$ cat src/rtl/exe_pkg.sv
`default_nettype none
// +----------------------------------------------------------------------------+
// | Module      : exe_pkg                                                      |
// | Description : Shared definitions for the registered execute stage:         |
// |               ALU opcode encodings, CPSR flag bit positions, FSM state     |
// |               type and a helper that packs N/Z/C/V into a CPSR word.       |
// | Revision    : 1.0 - initial release                                        |
// +----------------------------------------------------------------------------+
package exe_pkg;

  localparam logic [2:0] C_OC_ADD = 3'd0;
  localparam logic [2:0] C_OC_SUB = 3'd1;
  localparam logic [2:0] C_OC_AND = 3'd2;
  localparam logic [2:0] C_OC_OR  = 3'd3;
  localparam logic [2:0] C_OC_XOR = 3'd4;
  localparam logic [2:0] C_OC_LSL = 3'd5;
  localparam logic [2:0] C_OC_LSR = 3'd6;
  localparam logic [2:0] C_OC_MUL = 3'd7;

  localparam int C_FLAG_N = 31;
  localparam int C_FLAG_Z = 30;
  localparam int C_FLAG_C = 29;
  localparam int C_FLAG_V = 28;

  typedef enum logic [1:0] {
    ST_IDLE = 2'd0,
    ST_MUL  = 2'd1,
    ST_DONE = 2'd2
  } exe_state_t;

  function automatic logic [31:0] pack_cpsr(input logic n, input logic z,
                                            input logic c, input logic v);
    logic [31:0] flags;
    flags           = '0;
    flags[C_FLAG_N] = n;
    flags[C_FLAG_Z] = z;
    flags[C_FLAG_C] = c;
    flags[C_FLAG_V] = v;
    return flags;
  endfunction

endpackage
`default_nettype wire

$ cat src/rtl/exe_mul_iter.sv
`default_nettype none
// +----------------------------------------------------------------------------+
// | Module      : exe_mul_iter                                                 |
// | Description : Iterative shift-add multiplier, one partial product per      |
// |               cycle. The start cycle performs the first iteration on the   |
// |               live operands, so WIDTH iterations finish WIDTH-1 cycles     |
// |               after start; done is high during the final iteration and     |
// |               product holds the full 2*WIDTH result from the next cycle.   |
// | Ports       : clk, rst_n (async, active-low), start, a, b -> done, product |
// | Revision    : 1.0 - initial release                                        |
// +----------------------------------------------------------------------------+
module exe_mul_iter #(
  parameter int WIDTH = 32
) (
  input  logic                 clk,
  input  logic                 rst_n,
  input  logic                 start,
  input  logic [WIDTH-1:0]     a,
  input  logic [WIDTH-1:0]     b,
  output logic                 done,
  output logic [2*WIDTH-1:0]   product
);

  localparam int CNT_W = $clog2(WIDTH) + 1;

  logic [2*WIDTH-1:0] acc_q, acc_d;
  logic [2*WIDTH-1:0] mcand_q, mcand_d;
  logic [WIDTH-1:0]   mplier_q, mplier_d;
  logic [CNT_W-1:0]   cnt_q, cnt_d;

  logic [2*WIDTH-1:0] w_acc_in;
  logic [2*WIDTH-1:0] w_mcand_in;
  logic [WIDTH-1:0]   w_mplier_in;

  always_comb begin
    // On start the iteration works directly on the incoming operands.
    w_acc_in    = start ? '0 : acc_q;
    w_mcand_in  = start ? {{WIDTH{1'b0}}, a} : mcand_q;
    w_mplier_in = start ? b : mplier_q;

    acc_d    = acc_q;
    mcand_d  = mcand_q;
    mplier_d = mplier_q;
    cnt_d    = cnt_q;

    if (start || (cnt_q != '0)) begin
      acc_d    = w_mplier_in[0] ? (w_acc_in + w_mcand_in) : w_acc_in;
      mcand_d  = w_mcand_in << 1;
      mplier_d = w_mplier_in >> 1;
      cnt_d    = start ? CNT_W'(WIDTH - 1) : (cnt_q - 1'b1);
    end
  end

  always_ff @(posedge clk or negedge rst_n) begin
    if (!rst_n) begin
      acc_q    <= '0;
      mcand_q  <= '0;
      mplier_q <= '0;
      cnt_q    <= '0;
    end else begin
      acc_q    <= acc_d;
      mcand_q  <= mcand_d;
      mplier_q <= mplier_d;
      cnt_q    <= cnt_d;
    end
  end

  assign done    = (cnt_q == CNT_W'(1));
  assign product = acc_q;

endmodule
`default_nettype wire

$ cat src/rtl/exe_stage_pipe.sv
`default_nettype none
// +----------------------------------------------------------------------------+
// | Module      : exe_stage_pipe                                               |
// | Description : Registered execute stage. Selects operand2 (register or      |
// |               immediate), runs a single-cycle ALU, computes N/Z/C/V into   |
// |               a CPSR-format word and registers result/flags/illegal behind |
// |               valid/ready handshakes.                                      |
// | Config      : EXE_MUL_EN - builds the iterative multiplier (MUL takes      |
// |               WIDTH+1 cycles). Undefined: MUL returns 0 with illegal=1.    |
// | Ports       : clk, rst_n (async, active-low)                               |
// |               in_valid/in_ready, value1, value2, immediate, ir_op, alu_oc, |
// |               set_flags  -> upstream op                                    |
// |               out_valid/out_ready, result, cpsr_flags, illegal -> output   |
// | Revision    : 1.0 - initial release                                        |
// +----------------------------------------------------------------------------+
module exe_stage_pipe
  import exe_pkg::*;
#(
  parameter int WIDTH   = 32,
  parameter int SHAMT_W = $clog2(WIDTH)
) (
  input  logic             clk,
  input  logic             rst_n,
  input  logic             in_valid,
  output logic             in_ready,
  input  logic [WIDTH-1:0] value1,
  input  logic [WIDTH-1:0] value2,
  input  logic [WIDTH-1:0] immediate,
  input  logic             ir_op,
  input  logic [2:0]       alu_oc,
  input  logic             set_flags,
  output logic             out_valid,
  input  logic             out_ready,
  output logic [WIDTH-1:0] result,
  output logic [31:0]      cpsr_flags,
  output logic             illegal
);

  exe_state_t       state_q, state_d;
  logic             out_valid_q, out_valid_d;
  logic [WIDTH-1:0] result_q, result_d;
  logic [31:0]      cpsr_q, cpsr_d;
  logic             illegal_q, illegal_d;

  logic [WIDTH-1:0]   w_op2;
  logic [SHAMT_W-1:0] w_shamt;
  logic [WIDTH:0]     w_sum, w_diff, w_lsl, w_lsr;
  logic [WIDTH-1:0]   w_alu_res;
  logic               w_c, w_v;
  logic [31:0]        w_alu_flags;
  logic               w_accept;

  assign w_op2   = ir_op ? value2 : immediate;
  assign w_shamt = w_op2[SHAMT_W-1:0];

  // Single-cycle ALU. Shifts run on a one-bit-extended copy so the last bit
  // shifted out lands in the extra bit; a zero shift leaves that bit at 0.
  always_comb begin
    w_sum     = {1'b0, value1} + {1'b0, w_op2};
    w_diff    = {1'b0, value1} - {1'b0, w_op2};
    w_lsl     = {1'b0, value1} << w_shamt;
    w_lsr     = {value1, 1'b0} >> w_shamt;
    w_alu_res = '0;
    w_c       = 1'b0;
    w_v       = 1'b0;
    case (alu_oc)
      C_OC_ADD: begin
        w_alu_res = w_sum[WIDTH-1:0];
        w_c       = w_sum[WIDTH];
        w_v       = (value1[WIDTH-1] == w_op2[WIDTH-1]) &&
                    (w_sum[WIDTH-1] != value1[WIDTH-1]);
      end
      C_OC_SUB: begin
        w_alu_res = w_diff[WIDTH-1:0];
        w_c       = ~w_diff[WIDTH];  // carry = NOT borrow
        w_v       = (value1[WIDTH-1] != w_op2[WIDTH-1]) &&
                    (w_diff[WIDTH-1] != value1[WIDTH-1]);
      end
      C_OC_AND: w_alu_res = value1 & w_op2;
      C_OC_OR:  w_alu_res = value1 | w_op2;
      C_OC_XOR: w_alu_res = value1 ^ w_op2;
      C_OC_LSL: begin
        w_alu_res = w_lsl[WIDTH-1:0];
        w_c       = w_lsl[WIDTH];
      end
      C_OC_LSR: begin
        w_alu_res = w_lsr[WIDTH:1];
        w_c       = w_lsr[0];
      end
      default: ;  // MUL is produced by the FSM path
    endcase
  end

  assign w_alu_flags = pack_cpsr(w_alu_res[WIDTH-1], (w_alu_res == '0), w_c, w_v);

  assign in_ready = (state_q == ST_IDLE) && (!out_valid_q || out_ready);
  assign w_accept = in_valid && in_ready;

`ifdef EXE_MUL_EN
  logic               mul_sf_q, mul_sf_d;
  logic               w_mul_start;
  logic               w_mul_done;
  logic [2*WIDTH-1:0] w_product;

  exe_mul_iter #(
    .WIDTH (WIDTH)
  ) u_mul (
    .clk     (clk),
    .rst_n   (rst_n),
    .start   (w_mul_start),
    .a       (value1),
    .b       (w_op2),
    .done    (w_mul_done),
    .product (w_product)
  );
`endif

  always_comb begin
    state_d     = state_q;
    out_valid_d = out_valid_q && !out_ready;
    result_d    = result_q;
    cpsr_d      = cpsr_q;
    illegal_d   = illegal_q;
`ifdef EXE_MUL_EN
    mul_sf_d    = mul_sf_q;
    w_mul_start = 1'b0;
`endif
    case (state_q)
      ST_IDLE: begin
        if (w_accept) begin
          if (alu_oc == C_OC_MUL) begin
`ifdef EXE_MUL_EN
            w_mul_start = 1'b1;
            mul_sf_d    = set_flags;
            state_d     = ST_MUL;
`else
            out_valid_d = 1'b1;
            result_d    = '0;
            illegal_d   = 1'b1;
`endif
          end else begin
            out_valid_d = 1'b1;
            result_d    = w_alu_res;
            illegal_d   = 1'b0;
            if (set_flags) begin
              cpsr_d = w_alu_flags;
            end
          end
        end
      end
`ifdef EXE_MUL_EN
      ST_MUL: begin
        if (w_mul_done) begin
          state_d = ST_DONE;
        end
      end
      ST_DONE: begin
        // Wait here if the previous result is still held by backpressure.
        if (!out_valid_q || out_ready) begin
          out_valid_d = 1'b1;
          result_d    = w_product[WIDTH-1:0];
          illegal_d   = 1'b0;
          if (mul_sf_q) begin
            cpsr_d = pack_cpsr(w_product[WIDTH-1], (w_product[WIDTH-1:0] == '0),
                               1'b0, |w_product[2*WIDTH-1:WIDTH]);
          end
          state_d = ST_IDLE;
        end
      end
`endif
      default: state_d = ST_IDLE;
    endcase
  end

  always_ff @(posedge clk or negedge rst_n) begin
    if (!rst_n) begin
      state_q     <= ST_IDLE;
      out_valid_q <= 1'b0;
      result_q    <= '0;
      cpsr_q      <= '0;
      illegal_q   <= 1'b0;
`ifdef EXE_MUL_EN
      mul_sf_q    <= 1'b0;
`endif
    end else begin
      state_q     <= state_d;
      out_valid_q <= out_valid_d;
      result_q    <= result_d;
      cpsr_q      <= cpsr_d;
      illegal_q   <= illegal_d;
`ifdef EXE_MUL_EN
      mul_sf_q    <= mul_sf_d;
`endif
    end
  end

  assign out_valid  = out_valid_q;
  assign result     = result_q;
  assign cpsr_flags = cpsr_q;
  assign illegal    = illegal_q;

endmodule
`default_nettype wire
$ cat config.mk
export PLATFORM = sky130hd
export DESIGN_NAME = exe_stage_pipe
export DESIGN_NICKNAME = d
export VERILOG_FILES = /design/src/rtl/exe_pkg.sv /design/src/rtl/exe_mul_iter.sv /design/src/rtl/exe_stage_pipe.sv
export SDC_FILE = /design/constraint.sdc
export NUM_CORES = 1
export LEC_CHECK = 0
export BUFFER_PORTS_ARGS = -buffer_cell sky130_fd_sc_hd__clkbuf_2
export CORE_MARGIN = 8
export CORE_UTILIZATION = 40
export DETAILED_ROUTE_END_ITERATION = 12
export GPL_TIMING_DRIVEN = 0
export MAX_ROUTING_LAYER = met4
export PLACE_DENSITY = 0.71
export SYNTH_ARGS = -nofsm -noshare
export SYNTH_HDL_FRONTEND = slang
export SYNTH_HIERARCHICAL = 1
export SYNTH_SLANG_ARGS = --single-unit
$ cat constraint.sdc
create_clock -name clk -period 2.35 [get_ports clk]
set_input_delay 0.1175 -clock clk [delete_from_list [all_inputs] [get_ports clk]]
set_output_delay 0.1175 -clock clk [all_outputs]
set_load 0.02 [all_outputs]
# Word-level counts from Yosys, hierarchy flattened
# Index checks and enable logic that the tools add are counted.
dict set report word_totals {
  output_inout_bits 67
  register_bits 38
  wordCells 41
  inputBits 105
}
dict set report op_classes {
  eq_ne 11
  muxes 7
  n_addsub 2
  bitwise_logic 5
  shift 2
  reduce_logical 10
}
# op n
set op_table {}
lappend op_table {{case mux 32 bit (7 select lines)} 1}
lappend op_table {{two-way mux 32 bit} 2}
lappend op_table {{adder 32 x 32 -> 33 bit} 1}
lappend op_table {{left shift 32 x 5 -> 33 bit} 1}
lappend op_table {{>> shifter 33 x 5 -> 33 bit} 1}
lappend op_table {{subtractor 32 x 32 -> 33 bit} 1}
lappend op_table {{bitwise AND 32 bit} 1}
lappend op_table {{zero test 32 bit} 1}
lappend op_table {{OR 32 bit} 1}
lappend op_table {{bitwise XOR 32 bit} 1}
lappend op_table {{== test 3 bit, second input constant} 4}
lappend op_table {{== test 3 x 2 -> 1 bit, second input constant} 2}
lappend op_table {{logical AND 1 bit} 4}
lappend op_table {{case mux 1 bit (4 select lines)} 1}
lappend op_table {{== test 3 x 1 -> 1 bit, second input constant} 1}
lappend op_table {{zero test 3 bit} 1}
lappend op_table {{inequality test 1 bit} 3}
lappend op_table {{AND reduction 3 bit} 1}
lappend op_table {{zero test 1 bit} 2}
lappend op_table {{two-way mux 1 bit} 2}
lappend op_table {{NOT 1 bit} 2}
lappend op_table {{case mux 1 bit (2 select lines)} 1}
lappend op_table {{== test 1 bit} 1}
lappend op_table {{logical OR 1 bit} 1}

# Longest topological paths before layout
dict set report logic_depth {
  ltp_word 5
  depth_mapped 21
  ltp_nobuf 16
}

# Worst setup path before layout
# No wires, ideal clock.
dict set report synth_path {
  path_kind {input to register}
  start {in ir_op}
  end {reg cpsr_q[30] (netlist: cpsr_flags[30])}
  slack_ns -2.333
  n_path_buf 6
  stages 19
  required_time_ns 2.258
  setup_time_ns 0.092
  t_arrival_ns 4.591
  path_cell_list {buf_6 > mux2i_4 > buf_2 > buf_2 > buf_2 > buf_1 > ha_1 > buf_2 > nor2b_1 > o2111ai_1 > a211o_1 > and3b_1 > o31a_1 > o41ai_2 > o211a_1 > mux2_2 > o22ai_1 > or4_1 > o31ai_2}
}
dict set report synth_between {
  elab_chain_len 4
  word_cells_on_any_way 10
  classes_between {2 x add/sub; 2 x shift; 2 x mux; 3 x bitwise; 1 x reduce/logical}
}
# element line_no
set synth_rtl {}
lappend synth_rtl {{from (decl)} exe_stage_pipe.sv:29} ;# input logic ir_op,
lappend synth_rtl {{two-way mux 32 bit *} exe_stage_pipe.sv:53} ;# assign w_op2 = ir_op ? value2 : immediate;
lappend synth_rtl {{subtractor 32 x 32 -> 33 bit, or another cell as far along} exe_stage_pipe.sv:60} ;# w_diff = {1'b0, value1} - {1'b0, w_op2};
lappend synth_rtl {{case mux 32 bit (7 select lines) *} exe_stage_pipe.sv:66} ;# case (alu_oc)
lappend synth_rtl {{zero test 32 bit *} exe_stage_pipe.sv:94} ;# assign w_alu_flags = pack_cpsr(w_alu_res[WIDTH-1], (w_alu_res == '0), w_c, w_v);
lappend synth_rtl {{to (signal assigned)} exe_stage_pipe.sv:189} ;# cpsr_q <= cpsr_d;
lappend synth_rtl {{to (decl)} exe_stage_pipe.sv:42} ;# logic [31:0] cpsr_q, cpsr_d;
# Every way passes the cells marked *; elsewhere a longest branch is shown, timed or not.
# A chain may end at the register's enable or synchronous reset.

# Final worst setup path
# Same ends and word-level chain as after synthesis.

==> summary.md <==
| Metric | Value |
|---|---|
| Die width | 182 µm |
| GRT Util Overall | 40.6% |
| Via Count | 14626 |
| Post-route clock period utilization | 173% |
| YS warnings | 6 |
| Syn Std Cell Area | 11000 µm² |
| DIE AREA | 33200 µm² |
| Top cell family by delay on the critical path | compound AO/OA/AOI/OAI gates |
| Max-slew violations | 0 |
| Root Buffer | clkbuf_16 |
| Synth async-reset ratio | 100% |
| Net Switching | 3.72 mW |
| WL final | 69.2 mm |
| Req. time, crit path | 2550 ps |
| Sequential power share | 11.8% |
| DR WL/cell | 33.0 µm |
| CP bufs+invs | 10 |
| Most common cell after layout, fill and taps aside | clkbuf_2 |
| Maximum clock rate | 0.245 GHz |
| RSZ-0062 raised after global routing | true |
| Outcome | finished with violations |
| Global-route wire length before repair | 96.7 mm |
| Critical path peak fanout | 5 |
| Post-synth EDFFs | 0 |
| Die height | 182 µm |
| Register area | 951 µm² |
| Detailed placer's ending HPWL | 51.6 mm |
| Most used cell, CP | buf_12 |
| Vias in the first global route | 13884 |
| Max Clock Skew | 1.63 ps |
| Area of the multi-input gates | 10800 µm² |
| CTS tree | built |
| Switching Share | 51.0% |
| WHS | 55.1 ps |
| Main synth FF type | dfrtp_1 |
| Total grt overflow | 0 |
| Register area share after synthesis | 8.61% |
| CTS Buf Count | 5 |
| Post-synthesis register bit count | 38 |
| Worst skew pair latency | 280 ps |
| Core ar. | 27500 µm² |
| Placer Congestion | 1.07 |
| Synth unique cells | 81 |
| Final worst slack | -1730 ps |
| Max Root-Sink Buffers | 2 |
| I/O pins | 172 |
| Internal power | 3.58 mW |
| Crit start category | primary input |
| Largest net degree at the start of global routing | 39 |
| Initial Utilization | 40.2% |
| Clock Sinks | 38 |
| Crit-path max cell delay | 380 ps |
| Initial antenna violation count | 3 |
| Row count | 61 |
| Fillers | 2424 |
| Final Setup Violations | 35 |
| Max VDD drop | 0.331 mV |
| DR vias/cell | 6.98 |
| Clock power share | 12.4% |
| Share of cells above drive strength 1 | 38.2% |
| Gate power share | 75.8% |
| CTS HTree Levels | 2 |
| Layout area overhead | 43.6% |
| Hold Crit Class | primary input to register |
| Pre-CTS setup slack | -3820 ps |
| Initial detailed-routing violation count | 2087 |
| Antenna violation net count after detailed routing | 0 |
| Max-cap viol count | 0 |
| Port Buffers | 142 |
| Worst Tran Pin Value | 983 ps |
| Violated checks | setup timing |
| Commonest non-fill, non-tap cells in the layout | 159 x clkbuf_2, 144 x buf_4, 118 x nand2_1, 96 x ha_1, 87 x inv_1 |
| Power per Cell Area | 460 nW/µm² |
| Setup CP Type | primary input to register |
| Worst Setup End Kind | register |
| Worst-path clk slew | 60 ps |
| Rel. slew slack | 34.2% |
| P_leak | 7.02 nW |
| Synth Area per Inst | 7.69 µm² |
| Nets@finish | 1967 |
| Tmin final | 4080 ps |
| Cells after Synth | 1436 |
| First-pass DRT Iterations | 7 |
| Crit path max-delay cell type | a211oi_4 |
| Critical Path AT | 4270 ps |
| DRC | 0 |
| Fin. Hold Viols | 0 |
| Worst path cell trace | buf_12 -> mux2i_4 -> inv_2 -> buf_12 -> buf_12 -> buf_12 -> buf_12 -> buf_6 -> ha_4 -> inv_2 -> fa_2 -> nor2b_4 -> o211ai_1 -> buf_4 -> a211oi_4 -> a211oi_4 -> o31ai_4 -> buf_6 -> a221o_1 -> a211oi_4 -> nand4_1 -> nor4_4 -> nand4_1 -> o31ai_2 |
## cell usage after synthesis, types with 6 or more instances
| library cell | count | share of area [%] |
|---|---|---|
| a211oi_1 | 34 | 2.3 |
| a31oi_1 | 28 | 1.6 |
| clkbuf_1 | 76 | 2.6 |
| o31ai_1 | 12 | 0.82 |
| a221o_1 | 6 | 0.54 |
| xnor2_1 | 15 | 1.2 |
| a2111oi_0 | 7 | 0.56 |
| o221ai_1 | 16 | 1.3 |
| buf_6 | 6 | 0.61 |
| buf_1 | 10 | 0.34 |
| mux2i_1 | 103 | 9.3 |
| a211o_1 | 10 | 0.79 |
| buf_4 | 30 | 2.0 |
| o211ai_1 | 16 | 1.1 |
| nor2_1 | 87 | 3.0 |
| nand3_1 | 39 | 1.8 |
| and2_1 | 11 | 0.62 |
| a221oi_1 | 12 | 0.95 |
| nor4_1 | 7 | 0.40 |
| inv_1 | 91 | 3.1 |
| nand2_1 | 127 | 4.3 |
| mux2_2 | 12 | 1.2 |
| o21bai_1 | 9 | 0.61 |
| o22ai_1 | 36 | 2.0 |
| o21a_1 | 6 | 0.41 |
| o21ai_0 | 82 | 3.7 |
| a21o_1 | 25 | 1.7 |
| mux4_2 | 39 | 8.0 |
| nor3_1 | 20 | 0.91 |
| xor2_1 | 7 | 0.56 |
| dfrtp_1 | 38 | 8.6 |
| a22oi_1 | 34 | 2.3 |
| ha_1 | 118 | 13 |
| or3_1 | 7 | 0.40 |
| and3_1 | 10 | 0.57 |
| nand2b_1 | 12 | 0.68 |
| buf_2 | 15 | 0.68 |
| a22o_1 | 15 | 1.2 |
| or4_1 | 7 | 0.48 |
| nor2b_1 | 10 | 0.57 |
| a21oi_1 | 82 | 3.7 |
| nand4_1 | 16 | 0.91 |
## final cells by class
type / count / area share, %
antenna: 5 / 0.0789
buffer: 123 / 7.12
clock buffer: 6 / 0.876
clock inverter: 2 / 0.379
inverter: 95 / 2.40
multi-input combinational: 1193 / 68.2
sequential: 38 / 5.99
tap: 346 / 2.73
timing repair buffer: 286 / 12.2
## cells by family (layout without fill, tap and decap cells)
family,Yosys count,count (layout),synth area share (%)
AO/OA/AOI/OAI,490,490,30.7
AND/OR/NAND/NOR,374,374,16.0
buffers and inverters,232,512,9.48
multiplexers,159,159,19.6
adder cells (fa/ha/maj),120,120,13.7
flip-flops,38,38,8.61
XOR/XNOR,22,22,1.74
other,1,33,0.0340
## routing by layer
metal  routed length, µm  vias to the layer above  part of all wire (%)  global-route usage, %
met1               25100                     6997                    36                   47.7
met5                   0                        -                     0                      -
met2               29300                     1249                    42                   60.0
met4                5300                        0                   7.7                   24.6
met3                9440                      378                    14                   12.9
li1                    -                     6002                     -                      -
## stage by stage
step / instance area, µm² / total power [mW] / cells / util [%] / setup TNS, ps
CTS: 15100 / 6.70 / 2056 / 54.9 / -31080
detailed placement: 12500 / 4.90 / 1952 / 45.6 / -91460
finish: 15900 / 7.30 / 2094 / 57.7 / -35480
global route: 15900 / 7.52 / 2093 / 57.7 / -37250
global placement: 12500 / 4.90 / 1951 / 45.5 / -93410
floorplan: 11400 / 3.40 / 1463 / - / -33850
## worst paths after layout
path	startpoint	end	slack (ps)	cells past startpoint
max	ir_op	cpsr_flags[30]$_DFFE_PN0P_	-1730	24
min reg2reg	result[25]$_DFFE_PN0P_	result[25]$_DFFE_PN0P_	470	2
min	in_valid	out_valid$_DFF_PN0_	60	2
min in group asynchronous	rst_n	result[2]$_DFFE_PN0P_	500	2
max reg2reg	out_valid$_DFF_PN0_	cpsr_flags[30]$_DFFE_PN0P_	-1430	10
max in group asynchronous	rst_n	cpsr_flags[31]$_DFFE_PN0P_	1270	2
## worst register-to-register path: cells and delay by family, from the launching register on
family | cells | cell delay [ps]
and+or+nand+nor | 8 | 2420
DFF | 1 | 370
AOI/OAI and AO/OA | 2 | 900
## repair_timing
action | CTS | global route
hold buffers | 1 | 0
endpoints found under the setup margin | 36 | 36
pin swaps | 77 | 70
buffers inserted | 106 | 41
hold endpoints to repair | 38 | 0
resized for setup | 333 | 113
## power groups by stage
| stage | Combinational (mW) | Clock (mW) | Sequential, mW |
|---|---|---|---|
| 5_1_grt | 5.70 | 0.936 | 0.883 |
| 6_report | 5.54 | 0.905 | 0.861 |
| 2_1_floorplan | 2.37 | 0 | 1.03 |
| 3_5_place_dp | 4.03 | 0 | 0.873 |
| 3_3_place_gp | 4.03 | 0 | 0.864 |
| 4_1_cts | 4.93 | 0.916 | 0.862 |
## state kept, by name, summed over array words and instances, names as in the netlist
signal,count
result,32
illegal,1
out_valid,1
cpsr_flags,4
Note: power is estimated with default switching activity, not from simulation.
